**src/rtl/wb_write_arbiter.sv**
```systemverilog
// Register-file write-port arbiter: pipeline writeback has priority,
// long-latency results queue in a FIFO and drain into idle write slots.
module wb_write_arbiter #(
    parameter int FIFO_DEPTH   = 2,
    parameter int STARVE_LIMIT = 4
) (
    input  logic        clk,
    input  logic        rst_n,
    input  logic        pipe_we,
    input  logic [4:0]  pipe_rd,
    input  logic [31:0] pipe_data,
    input  logic        lu_valid,
    input  logic [4:0]  lu_rd,
    input  logic [31:0] lu_data,
    output logic        lu_ready,
    input  logic        sb_set,
    input  logic [4:0]  sb_set_rd,
    input  logic [4:0]  rs1,
    input  logic [4:0]  rs2,
    input  logic [4:0]  rd_chk,
    output logic        rs1_busy,
    output logic        rs2_busy,
    output logic        rd_busy,
    output logic        stall_req,
    output logic        rf_we,
    output logic [4:0]  rf_waddr,
    output logic [31:0] rf_wdata
);

    localparam int PW = (FIFO_DEPTH > 1) ? $clog2(FIFO_DEPTH) : 1;
    localparam int CW = $clog2(FIFO_DEPTH + 1);
    localparam int AW = $clog2(STARVE_LIMIT + 1);
    localparam logic [CW-1:0] FULL  = CW'(FIFO_DEPTH);
    localparam logic [AW-1:0] LIMIT = AW'(STARVE_LIMIT);

    logic [4:0]    fifo_rd   [FIFO_DEPTH];
    logic [31:0]   fifo_data [FIFO_DEPTH];
    logic [PW-1:0] wptr;
    logic [PW-1:0] rptr;
    logic [CW-1:0] cnt;
    logic [AW-1:0] age;
    logic [31:0]   sb;

    logic        pipe_win;
    logic        has_head;
    logic        full;
    logic        push;
    logic        pop;
    logic [4:0]  head_rd;
    logic [31:0] head_data;

    assign pipe_win  = pipe_we && (pipe_rd != 5'd0);
    assign has_head  = (cnt != '0);
    assign full      = (cnt == FULL);
    assign pop       = !pipe_win && has_head;
    assign push      = lu_valid && !full;
    assign head_rd   = fifo_rd[rptr];
    assign head_data = fifo_data[rptr];

    // Write-port mux: pipeline first, otherwise drain the FIFO head
    always_comb begin
        rf_we    = 1'b0;
        rf_waddr = 5'd0;
        rf_wdata = 32'd0;
        if (!rst_n) begin
            rf_we = 1'b0;
        end else if (pipe_win) begin
            rf_we    = 1'b1;
            rf_waddr = pipe_rd;
            rf_wdata = pipe_data;
        end else if (has_head) begin
            rf_we    = (head_rd != 5'd0);
            rf_waddr = head_rd;
            rf_wdata = head_data;
        end
    end

    assign lu_ready  = rst_n && !full;
    assign stall_req = rst_n && ((age >= LIMIT) || full);
    assign rs1_busy  = rst_n && sb[rs1];
    assign rs2_busy  = rst_n && sb[rs2];
    assign rd_busy   = rst_n && sb[rd_chk];

    // Result storage; contents are only meaningful below cnt
    always_ff @(posedge clk) begin
        if (push) begin
            fifo_rd[wptr]   <= lu_rd;
            fifo_data[wptr] <= lu_data;
        end
    end

    // FIFO pointers and occupancy
    always_ff @(posedge clk or negedge rst_n) begin
        if (!rst_n) begin
            wptr <= '0;
            rptr <= '0;
            cnt  <= '0;
        end else begin
            if (push) wptr <= wptr + PW'(1);
            if (pop)  rptr <= rptr + PW'(1);
            cnt <= cnt + CW'(push) - CW'(pop);
        end
    end

    // Head age: counts cycles the head is held off the port
    always_ff @(posedge clk or negedge rst_n) begin
        if (!rst_n) begin
            age <= '0;
        end else if (pop || !has_head) begin
            age <= '0;
        end else if (age < LIMIT) begin
            age <= age + AW'(1);
        end
    end

    // Scoreboard: a new dispatch overrides a same-cycle retire
    always_ff @(posedge clk or negedge rst_n) begin
        if (!rst_n) begin
            sb <= '0;
        end else begin
            if (pop && (head_rd != 5'd0)) sb[head_rd] <= 1'b0;
            if (sb_set && (sb_set_rd != 5'd0)) sb[sb_set_rd] <= 1'b1;
        end
    end

endmodule

```
**config.mk**
```make
export PLATFORM = sky130hd
export DESIGN_NAME = wb_write_arbiter
export DESIGN_NICKNAME = d
export VERILOG_FILES = /design/src/rtl/wb_write_arbiter.sv
export SDC_FILE = /design/constraint.sdc
export NUM_CORES = 1
export LEC_CHECK = 0
export ABC_CLOCK_PERIOD_IN_PS = 3350
export CORE_MARGIN = 5
export CORE_UTILIZATION = 50
export CTS_CLUSTER_DIAMETER = 30
export CTS_CLUSTER_SIZE = 28
export DETAILED_ROUTE_END_ITERATION = 12
export PLACE_DENSITY = 0.84
export RECOVER_POWER = 25
export SETUP_SLACK_MARGIN = 0.15
export SLEW_MARGIN = 0
export SYNTH_ARGS = -nofsm -noshare
export SYNTH_HDL_FRONTEND = slang
export SYNTH_SLANG_ARGS = --single-unit
```
**constraint.sdc**
```tcl
create_clock -name clk -period 3.35 [get_ports clk]
set_input_delay 0.8375 -clock clk [delete_from_list [all_inputs] [get_ports clk]]
set_output_delay 0.8375 -clock clk [all_outputs]
set_load 0.03 [all_outputs]
```
; ---- Word level (Yosys, flattened, before mapping)
; Memory sizes are Yosys's and may differ from the RTL's.
; Cells that the tools add are included.
[classes]
n_addsub = 5
n_lt_le_gt_ge = 9
n_eq_ne = 1
mux = 25
n_bitwise = 3
reduce_logical = 22
[ops]
columns = cell, count
row1 = $mux 32, 5
row2 = $and 32x32->32, 1
row3 = $not 32->32, 1
row4 = $or 32x32->32, 1
row5 = $lt 5x6->1 const B, 5
row6 = $bmux 1 s5, 3
row7 = $mux 5, 3
row8 = $reduce_bool 5->1, 3
row9 = $logic_and 1x1->1, 12
row10 = $demux 1 s5, 2
row11 = $ge 5x1->1 const B, 2
row12 = $mux 1, 10
row13 = $mux 3, 2
row14 = $reduce_bool 2->1, 2
row15 = $add 3x1->3 const B, 1
row16 = $ge 3x3->1 const B, 1
row17 = $logic_not 1->1, 3
row18 = $lt 3x3->1 const B, 1
row19 = $add 1x1->1 const B, 2
row20 = $add 2x1->2, 1
row21 = $eq 2x2->1 const B, 1
row22 = $logic_or 1x1->1, 2
row23 = $sub 2x1->2, 1
[word_totals]
register_bits = 39
mem_bits_rw = 74
in_bits = 99
out_inout_bits = 43
elab_cells = 72
mem_count = 2
[memory_table]
columns = name, depth, word_bits, read_ports, rd_clocked_by_memory_dff, write_ports, line_no
row1 = fifo_data, 2, 32, 1, 0, 1, 37  ; logic [31:0] fifo_data [FIFO_DEPTH];
row2 = fifo_rd, 2, 5, 1, 0, 1, 36  ; logic [4:0] fifo_rd [FIFO_DEPTH];

; ---- Logic depth before layout (Yosys ltp)
; Gate-level depths: netlist (run 1).
; An unclocked memory read counts as a cell.
[depth]
ltp_word = 10
depth_mapped = 9
depth_no_buf = 7

; ---- Worst setup path before layout (run 1)
; No wires, ideal clock.
[synth_path]
path_type = input -> output
startpoint = in pipe_rd[2]
endpoint = out rf_wdata[0]
arrival_time_ns = 2.560
required_time_ns = 2.513
path_slack_ns = -0.048
stages = 7
n_path_buf = 2
path_cell_list = or4_4 o21a_1 buf_6 clkbuf_1 nor3_1 a21oi_1 nor2b_1
[synth_between]
elab_chain_len = 4
[synth_rtl]
columns = element, line_no
row1 = "start, declared", 10  ; input logic [4:0] pipe_rd,
row2 = $reduce_bool 5->1, 52  ; assign pipe_win = pipe_we && (pipe_rd != 5'd0);
row3 = $logic_and 1x1->1, 52
row4 = $mux 32, 67  ; end else if (pipe_win) begin
row5 = $mux 32, 65  ; if (!rst_n) begin
row6 = "end, declared", 27  ; output logic [31:0] rf_wdata
; Every way passes these cells.

; ---- Worst setup path after layout (run 1)
[layout_path]
startpoint = in pipe_rd[4]
endpoint = out rf_wdata[20]
; The elaborated chain is that of the path after synthesis.

==> results of run 1 <==
per-stage QoR:
step                      hold slack, ps  std cells  utilization
final                                455        811        0.757
after detailed placement             437        771        0.677
after floorplan                      458        486            -
after CTS                            449        809        0.749
after global placement               429        771        0.677
after global routing                 455        811        0.757
cells in the mapped netlist (all sizes together), types with 2 or more instances:
cell	number	share of area
edfxtp	74	0.38
o21ai	65	0.056
mux2i	47	0.081
nor2b	42	0.045
dfrtp	39	0.17
nor3	39	0.033
a21oi	38	0.033
clkbuf	27	0.019
mux4	21	0.081
nand2	19	0.012
nand3	11	0.0094
nor2	9	0.0058
buf	7	0.0075
mux2	4	0.0077
nand3b	4	0.0052
nand2b	3	0.0032
a2111oi	2	0.0030
a21boi	2	0.0026
a31oi	2	0.0021
and2	2	0.0021
and2b	2	0.0028
and4b	2	0.0034
ha	2	0.0043
inv	2	0.0013
o221ai	2	0.0030
or4	2	0.0039
xnor2	2	0.0030
xor2	2	0.0030
registers in the layout, indices dropped and copies added, names as in the netlist:
name,flops
cnt,2
sb,32
fifo_data,64
fifo_rd,10
rptr,1
age,3
wptr,1
layout make-up:
type	count	area (µm²)
Tap cell	143	179
Multi-Input combinational cell	339	2940
Clock buffer	17	425
Fill cell	722	2780
Clock inverter	15	136
Sequential cell	113	3200
Inverter	2	7.51
Timing Repair Buffer	182	1750
repair_timing:
action | in CTS | in global routing
resized for setup | 104 | 27
cloned | 2 | 1
setup buffers | 4 | 1
pin swaps | 4 | 4
setup endpoints to repair | 41 | 39
cells in the final DEF, fill, tap and decap left out, types with 6 or more instances in the layout:
cell type        count
nor2b_1              8
clkdlybuf4s50_1     60
buf_6               29
buf_2                6
nand2_1             19
nor3_4              15
edfxtp_1            74
mux2i_1             47
a21oi_1             25
mux4_2              21
o21ai_1             29
nor3_2              19
o21ai_0             36
buf_4               45
nand3_1             11
clkbuf_16           17
dfrtp_1             38
dlygate4sd3_1       26
nor2_1               7
a21oi_2             12
nor2b_2             34
power by group:
group,switching (mW),total (mW),internal [mW]
combinational,1.48,2.64,1.15
clock,0.695,1.72,1.02
sequential,0.382,2.34,1.96
critical path: cells and delay by family:
| kind | cells | cell delay (ps) |
|---|---|---|
| buffers and inverters | 3 | 450 |
| and+or+nand+nor | 3 | 850 |
| AOI/OAI and AO/OA | 2 | 390 |
routing by layer:
metal | wire [µm] | vias up | global-route usage
li1 | - | 2194 | -
met1 | 7100 | 2532 | 0.314
met5 | 10 | - | 0
met4 | 613 | 2 | 0.106
met3 | 1630 | 64 | 0.0634
met2 | 10000 | 318 | 0.455
worst min path at each step:
stage	cells after the start	endpoint	start	slack [ps]
6_report	0	sb[0]	sb[0]	450
5_1_grt	0	sb[0]	sb[0]	450
4_1_cts	0	sb[0]	sb[0]	450
3_5_place_dp	0	sb[0]	sb[0]	440
3_3_place_gp	0	sb[0]	sb[0]	430
2_1_floorplan	1	sb[0]	sb[0]	460
cells by family (layout without fill, tap and decap cells):
family          Yosys count  in the layout  share of synthesized area
simple gates            141            142                      0.135
buf+inv                  36            216                     0.0279
flops                   113            113                      0.549
fa+ha+maj                 2              2                    0.00429
mux                      72             72                      0.170
xor+xnor                  4              4                    0.00601
compound gates          118            119                      0.108
==> out/metrics.csv, run 1 <==
stage,metric,value,unit
clock_tree,cts_max_path_buffers,2,
status,status,finished with violations,
worst_setup_path,cp_cell_sequence,"buf_6, or4_4, o21a_4, buf_6, nor3_2, a21oi_1, nor2b_2, buf_4",
placement,post-place-ws,-796,ps
die,core,11400,µm²
sta,setup_slack,-28.6,ps
sta,slew_violations,0,
sta,final_hold_viol_count,0,
placement,dp_hpwl,12.1,mm
worst_setup_path,endpoint_kind,output port,
grt,grt_max_degree,51,
worst_setup_path,crit_arrival,2540,ps
worst_setup_path,path_common_cell,buf_6,
worst_setup_path,critPathMaxStageDelay,570,ps
clock_tree,htreeDepth,4,
worst_setup_path,rr_endpoint,sb[3],
pwr,power,6.70,mW
hold_path,hold_path.class,reg -> reg,
worst_setup_path,critPathSlowestCell,or4_4,
die,dieArea,13900,µm²
synthesis,syn_inst,486,
cells_and_area,syn_to_final_growth,48.3,%
synthesis,avgSynthCellArea,12.0,µm²
cells_and_area,drive_above_1_share,0.362,
drt,vias,5110,
pwr,power.leakage,3.28,nW
cells_and_area,final_area,8640,µm²
pwr,vdd_drop_max,0.421,mV
sta,rsz0062_at_grt,yes,
drt,ant_nets,0,
placement,gp_congestion,0.968,
clock_tree,hold_buffers,0,
sta,finalSetupTns,-53.3,ps
worst_setup_path,crit_fanout,11,
worst_setup_path,crit_end,rf_wdata[20],
cells_and_area,num_antenna_cells,0,
worst_setup_path,startpoint_type,input port,
clock_tree,numCtsBuffers,17,
synthesis,synth_warnings,0,
grt,grt_pass1_wl,29.0,mm
drt,routed_via_density,6.30,
synthesis,synthArstFlopShare,0.345,
synthesis,synth_edf_count,74,
synthesis,syn_area,5830,µm²
worst_setup_path,cp-startpoint,pipe_rd[4],
clock_tree,cts_root_buf,clkbuf_16,
die,die_x,118,µm
worst_setup_path,ff2ff_path_depth,7,
grt,grt_pass1_vias,5409,
status,violations,setup timing,
synthesis,ys.flop_type,edfxtp_1,
sta,finalClockSkew,15.3,ps
synthesis,ys_types,46,
synthesis,ys_ff_latch,113,
sta,setup_viol,4,
clock_tree,clock_sinks,113,
worst_setup_path,rr_startpoint,rptr,
sta,relSlewSlack,0.441,
clock_tree,clock_latency,420,ps
worst_setup_path,critPathRequiredTime,2510,ps
placement,postPlaceCellArea,7730,µm²
pwr,p_per_area,775,nW/µm²
die,die_height,118,µm
clock_tree,cts.clk_slew.worst_paths,60,ps
job,drv_cap,0,
drt,wl_per_cell,23.9,µm
sta,period_needed,3380,ps
worst_setup_path,r2r_slack,1030,ps
die,start_util,0.510,
sta,max_clock_freq,296,MHz
cells_and_area,nets,756,
clock_tree,cts_tree,built,
die,boundaryPins,142,
drt,wl,19.4,mm
grt,grt_usage,0.263,
drt,firstDrtPassIters,5,
sta,period_share,1.01,
synthesis,syn_nets,587,
grt,grt_overflow,0,
drt,drt_iter0_drc,403,
placement,io_buffers,141,
sta,max_slew.worst_pin.slew,838,ps
grt,antenna_found_initial,1,
die,rows,39,
drt,drc,0,
worst_setup_path,crit_type,in -> out,
synthesis,synth-seq-area-share,0.549,
(Power assumes the default switching activity.)
==> inputs of run 2 (changes only) <==
--- a/config.mk
+++ b/config.mk
@@ -11,8 +11,10 @@
 export CTS_CLUSTER_DIAMETER = 30
 export CTS_CLUSTER_SIZE = 28
 export DETAILED_ROUTE_END_ITERATION = 12
+export GPL_TIMING_DRIVEN = 0
 export PLACE_DENSITY = 0.84
 export RECOVER_POWER = 25
+export REMOVE_ABC_BUFFERS = 1
 export SETUP_SLACK_MARGIN = 0.15
 export SLEW_MARGIN = 0
 export SYNTH_ARGS = -nofsm -noshare
==> constraint.sdc (replaced) <==
create_clock -name clk -period 3.35 [get_ports clk]
set_input_delay 0.335 -clock clk [delete_from_list [all_inputs] [get_ports clk]]
set_output_delay 0.335 -clock clk [all_outputs]
set_load 0.03 [all_outputs]
==> out/metrics.csv, run 2 (synthesis gave the netlist of run 1 again) <==
stage,metric,value,unit,change
sta,max_slew.worst_pin.slew,886,ps,+48.4 ps
grt,antenna_found_initial,4,,+3
worst_setup_path,crit_type,in -> out,,
job,drv_cap,0,,unchanged
sta,setup_viol,0,,-4
die,dieArea,13900,µm²,unchanged
cells_and_area,syn_to_final_growth,36.4,%,
hold_path,hold_path.class,in -> async,,
worst_setup_path,r2r_slack,1200,ps,+170 ps
sta,relSlewSlack,0.409,,-0.0317
pwr,power.share.clock,0.278,,+0.022
clock_tree,htreeDepth,4,,unchanged
pwr,p_per_area,774,nW/µm²,-0.16%
sta,finalClockSkew,5.58,ps,-9.69 ps
pwr,swShare,0.339,,-0.0429
clock_tree,numCtsBuffers,17,,unchanged
cells_and_area,final_common_cell,edfxtp_1,,
cells_and_area,drive_above_1_share,0.125,,-0.237
pwr,power.leakage,3.01,nW,-8.3%
worst_setup_path,startpoint_type,input port,,
cells_and_area,final_util,0.696,,-0.0608
drt,drc,0,,unchanged
drt,vias,4684,,-8.3%
drt,drt_iter0_drc,407,,+0.99%
drt,routed_via_density,6.03,,-4.3%
worst_setup_path,critPathRequiredTime,3010,ps,+500 ps
die,start_util,0.510,,unchanged
worst_setup_path,cp-startpoint,pipe_rd[2],,
pwr,internal_power,4.06,mW,-1.8%
placement,dp_hpwl,10.7,mm,-12%
die,die_height,118,µm,unchanged
placement,io_buffers,141,,unchanged
cells_and_area,nets,719,,-4.9%
cells_and_area,largest_reg_flops,64,,unchanged
sta,period_needed,3110,ps,-267 ps
grt,grt_pass1_wl,25.0,mm,-14%
grt,grt_usage,0.223,,-0.0399
sta,rsz0062_at_grt,yes,,
pwr,p_seq_frac,0.371,,+0.021
worst_setup_path,rr_startpoint,rptr,,
cells_and_area,mostFrequentLayoutCells,"edfxtp_1, clkdlybuf4s50_1, mux2i_1",,
die,die_x,118,µm,unchanged
cells_and_area,stdcell_count,777,,-4.2%
cells_and_area,largestRegisters,"fifo_data x64, sb x32, fifo_rd x10",,
grt,grt_overflow,0,,unchanged
pwr,vdd_drop_max,0.431,mV,+2.4%
placement,postPlaceCellArea,7380,µm²,-4.5%
die,core,11400,µm²,unchanged
drt,wl,15.3,mm,-21%
worst_setup_path,crit_arrival,2780,ps,+240 ps
clock_tree,cts_root_buf,clkbuf_16,,
clock_tree,clock_latency,410,ps,about the same
grt,grt_max_degree,51,,unchanged
pwr,switching_power,2.09,mW,-18%
drt,ant_nets,0,,unchanged
placement,placed_cells,741,,-3.9%
worst_setup_path,crit_fanout,50,,+39
sta,max_clock_freq,321,MHz,+8.6%
sta,period_share,0.929,,-0.0797
status,status,finished clean,,
placement,gp_congestion,0.943,,-2.6%
clock_tree,cts_max_path_buffers,2,,unchanged
grt,grt_pass1_vias,4995,,-7.7%
sta,final_hold_viol_count,0,,unchanged
clock_tree,clock_sinks,113,,unchanged
worst_setup_path,endpoint_kind,output port,,
clock_tree,cts.clk_slew.worst_paths,50,ps,about the same
cells_and_area,final_area,7950,µm²,-8.0%
sta,slew_violations,0,,unchanged
drt,firstDrtPassIters,6,,+1
cells_and_area,regMostFlops,fifo_data,,
clock_tree,cts_tree,built,,
die,rows,39,,unchanged
die,boundaryPins,142,,unchanged
drt,wl_per_cell,19.7,µm,-18%
pwr,p_comb_frac,0.351,,-0.043
==> run 2: cell types whose count changed in the layout (fill, tap and decap cells not counted), sizes merged, moves of 7 or more <==
cell | previous run | this run
buf | 86 | 7
dlygate4sd2 | 4 | 22
clkdlybuf4s50 | 60 | 73
clkbuf | 21 | 32
dlygate4sd3 | 26 | 33
==> run 2: power groups by stage <==
| stage | Combinational, mW | Sequential (mW) | Clock [mW] |
|---|---|---|---|
| after floorplan | 1.35 | 2.25 | 0 |
| after global routing | 2.34 | 2.33 | 1.78 |
| after detailed placement | 2.12 | 2.34 | 0 |
| after CTS | 2.17 | 2.27 | 1.71 |
| final | 2.16 | 2.28 | 1.71 |
| after global placement | 1.93 | 2.35 | 0 |
==> run 2: worst paths after layout <==
check,end,depth (start not counted)
max,rf_wdata[27],8
min,sb[14],1
max reg2reg,sb[23],6
min reg2reg,sb[0],0
max in group asynchronous,age[2],2
min in group clk,sb[0],0
==> run 2: per-layer routing <==
layer	GRT usage	part of all wire
met1	0.256	0.38
met2	0.373	0.50
met3	0.0870	0.10
met5	0	0.00085
met4	0.0918	0.028
==> run 2: final cells by class <==
| class | instances | area (µm²) |
|---|---|---|
| sequential | 113 | 3200 |
| timing repair buffer | 147 | 1480 |
| clock inverter | 5 | 50.0 |
| clock buffer | 27 | 523 |
| fill | 812 | 3470 |
| antenna | 3 | 7.51 |
| tap | 143 | 179 |
| multi-input combinational | 337 | 2500 |
| inverter | 2 | 7.51 |
==> run 2: critical path, stage by stage <==
cell and delay (ps):
clkdlybuf4s50_1 440, or4_4 560, o21a_4 310, buf_12 220, nor3_1 310, a21oi_1 80
nor2b_1 120, clkdlybuf4s15_1 380
==> run 2: metrics by stage <==
step	TNS [ps]	total power, mW	worst slack, ps	hold WS (ps)
after global routing	0	6.45	140	73.8
after detailed placement	-1800	4.46	-154	411
after global placement	-68090	4.28	-1160	406
after CTS	0	6.15	89.6	25.6
final	0	6.15	238	25.8
after floorplan	0	3.60	167	39.4
==> run 2: repair_timing <==
item / in CTS / in global routing
endpoints found under the hold margin: 0 / 0
setup buffers: 1 / 0
setup endpoints to repair: 33 / 33
hold buffers: 0 / 0
resized for setup: 39 / 16
==> RTL edit: new RTL, config.mk and constraints of run 2 <==
Change the parameter `STARVE_LIMIT` from 4 to 2.
--- a/src/rtl/wb_write_arbiter.sv
+++ b/src/rtl/wb_write_arbiter.sv
@@ -2,7 +2,7 @@
 // long-latency results queue in a FIFO and drain into idle write slots.
 module wb_write_arbiter #(
     parameter int FIFO_DEPTH   = 2,
-    parameter int STARVE_LIMIT = 4
+    parameter int STARVE_LIMIT = 2
 ) (
     input  logic        clk,
     input  logic        rst_n,
Formal check against the unedited RTL: not equivalent (Yosys sat finds a counterexample within 4 cycles, from zero or initial values and one cycle with rst_n low).
==> RTL edit against run 2 <==
Worst setup slack worse by 0.063 ns; wire length down 1.2%; design area is 2.5% lower; register-to-register slack improved by 0.07 ns; global-route usage down 0.75 points; synthesized area is 0.43% higher; clock power decreased by 30%; highest routed layer unchanged; maximum frequency down 2.0%; sequential cell count fell by 1; total power decreased by 8.3%.
==> RTL edit: results (changes against run 2) <==
Leak=2.93 nW (-2.6%); DRT iter0 DRCs=290 (-29%); Worst Skew=0.00593 ns (+0.000349 ns); most common library cells after synthesis=edfxtp_1 (74), mux2i_1 (44), nor2b_1 (42), o21ai_0 (42), dfrtp_1 (38); status=finished clean; crit path DAT=2.84 ns (+0.06 ns); reg2reg setup slack=1.27 ns (+0.07 ns); vias per inst=6.05 (+0.28%); GP Congestion=0.948 (+0.59%); Detailed Place HPWL=10.8 mm (+0.38%); TritonCTS Buffers=9 (-8); Post-layout nets=722 (+0.42%); largest net degree at the start of global routing=50 (-2.0%); ratio of cells with drive above 1 in the final layout=10.2% (-2.3 points); pre-CTS WS=-0.168 ns (-0.0139 ns); pwr/cell area=728 nW/um2 (-6.0%); slew margin rel.=38.6% (-2.3 points); TritonRoute pass-1 iters=5 (-1); peak supply drop=0.394 mV (-8.5%); ys async rst share=33.9% (-0.58 points); WHS=0.0744 ns (+0.0487 ns); worst skew pair latency=0.34 ns (-0.07 ns); register area share after synthesis=54.2% (-0.66 points); # fillers=820 (+0.99%); GR Layer Usage met2=34.0% (-3.2 points); met3 Usage GRT=6.59% (-2.1 points)
==> RTL edit: cell types whose count changed after synthesis, moves of 3 or more <==
cell and delta:
a31oi_1 +3, buf_1 -3, buf_2 +8, clkbuf_1 -5, mux2i_1 -3, nand2_1 +3, nand2b_1 +4, nor2_1 +4
o21ai_0 +5, o21ai_1 -6, or3_4 +3
==> RTL edit: report_power, final <==
| group | switching (mW) | internal (mW) | total, mW |
|---|---|---|---|
| clock network | 0.467 | 0.724 | 1.19 |
| logic | 1.17 | 0.971 | 2.14 |
| registers | 0.357 | 1.95 | 2.31 |
| total | 2.00 | 3.64 | 5.64 |
==> RTL edit: how the worst max path moves through the flow <==
stage	startpoint	endpoint	slack, ns
2_1_floorplan	rptr$_DFFE_PN0P_	rf_we	0.12
3_3_place_gp	rst_n	rs1_busy	-1.18
3_5_place_dp	pipe_rd[2]	rf_wdata[13]	-0.17
4_1_cts	pipe_rd[2]	rf_wdata[13]	0.05
5_1_grt	pipe_rd[2]	rf_wdata[13]	0.04
6_report	pipe_rd[2]	rf_wdata[13]	0.18
==> RTL edit: final cells by class <==
class | count | area share (%)
Clock inverter | 7 | 1.42
Multi-Input combinational cell | 348 | 33.1
Inverter | 4 | 0.194
Antenna cell | 4 | 0.129
Timing Repair Buffer | 146 | 18.9
Sequential cell | 112 | 41.0
Tap cell | 143 | 2.31
Clock buffer | 9 | 2.91
==> RTL edit: cell families (layout without fill, tap and decap cells) <==
group | Yosys count | count (layout) | synth area share, %
AO/OA/AOI/OAI | 123 | 123 | 11.6
XOR/XNOR | 4 | 4 | 0.599
adder cells (fa/ha/maj) | 2 | 2 | 0.428
buffers and inverters | 36 | 166 | 2.65
flip-flops | 112 | 112 | 54.2
multiplexers | 68 | 68 | 16.2
other | 0 | 4 | 0
AND/OR/NAND/NOR | 151 | 151 | 14.3
==> RTL edit: what timing repair did <==
action                                  CTS  global route
pin swaps                                 0             0
hold buffers                              0             0
endpoints found under the setup margin   36            31
resized for setup                        40            16
==> RTL edit: critical path, cell delays in order <==
cell	delay, ns
clkdlybuf4s50_1	0.44
or4_4	0.57
o21a_4	0.32
buf_12	0.21
nor3_1	0.33
a21oi_1	0.08
nor2b_1	0.12
dlygate4sd2_1	0.41
==> RTL edit: metrics by stage <==
stage / total power, mW / std cells / setup TNS (ns)
3_5_place_dp: 4.48 / 753 / -1.75
6_report: 5.64 / 773 / 0
5_1_grt: 5.94 / 771 / 0
3_3_place_gp: 4.32 / 748 / -61.09
2_1_floorplan: 3.62 / 464 / 0
4_1_cts: 5.65 / 769 / 0
==> RTL edit: per-layer routing <==
layer / vias to the layer above / routed length (um)
li1: 2144 / -
met1: 2262 / 6020
met2: 229 / 7310
met3: 36 / 1350
met4: 2 / 428
met5: - / 7
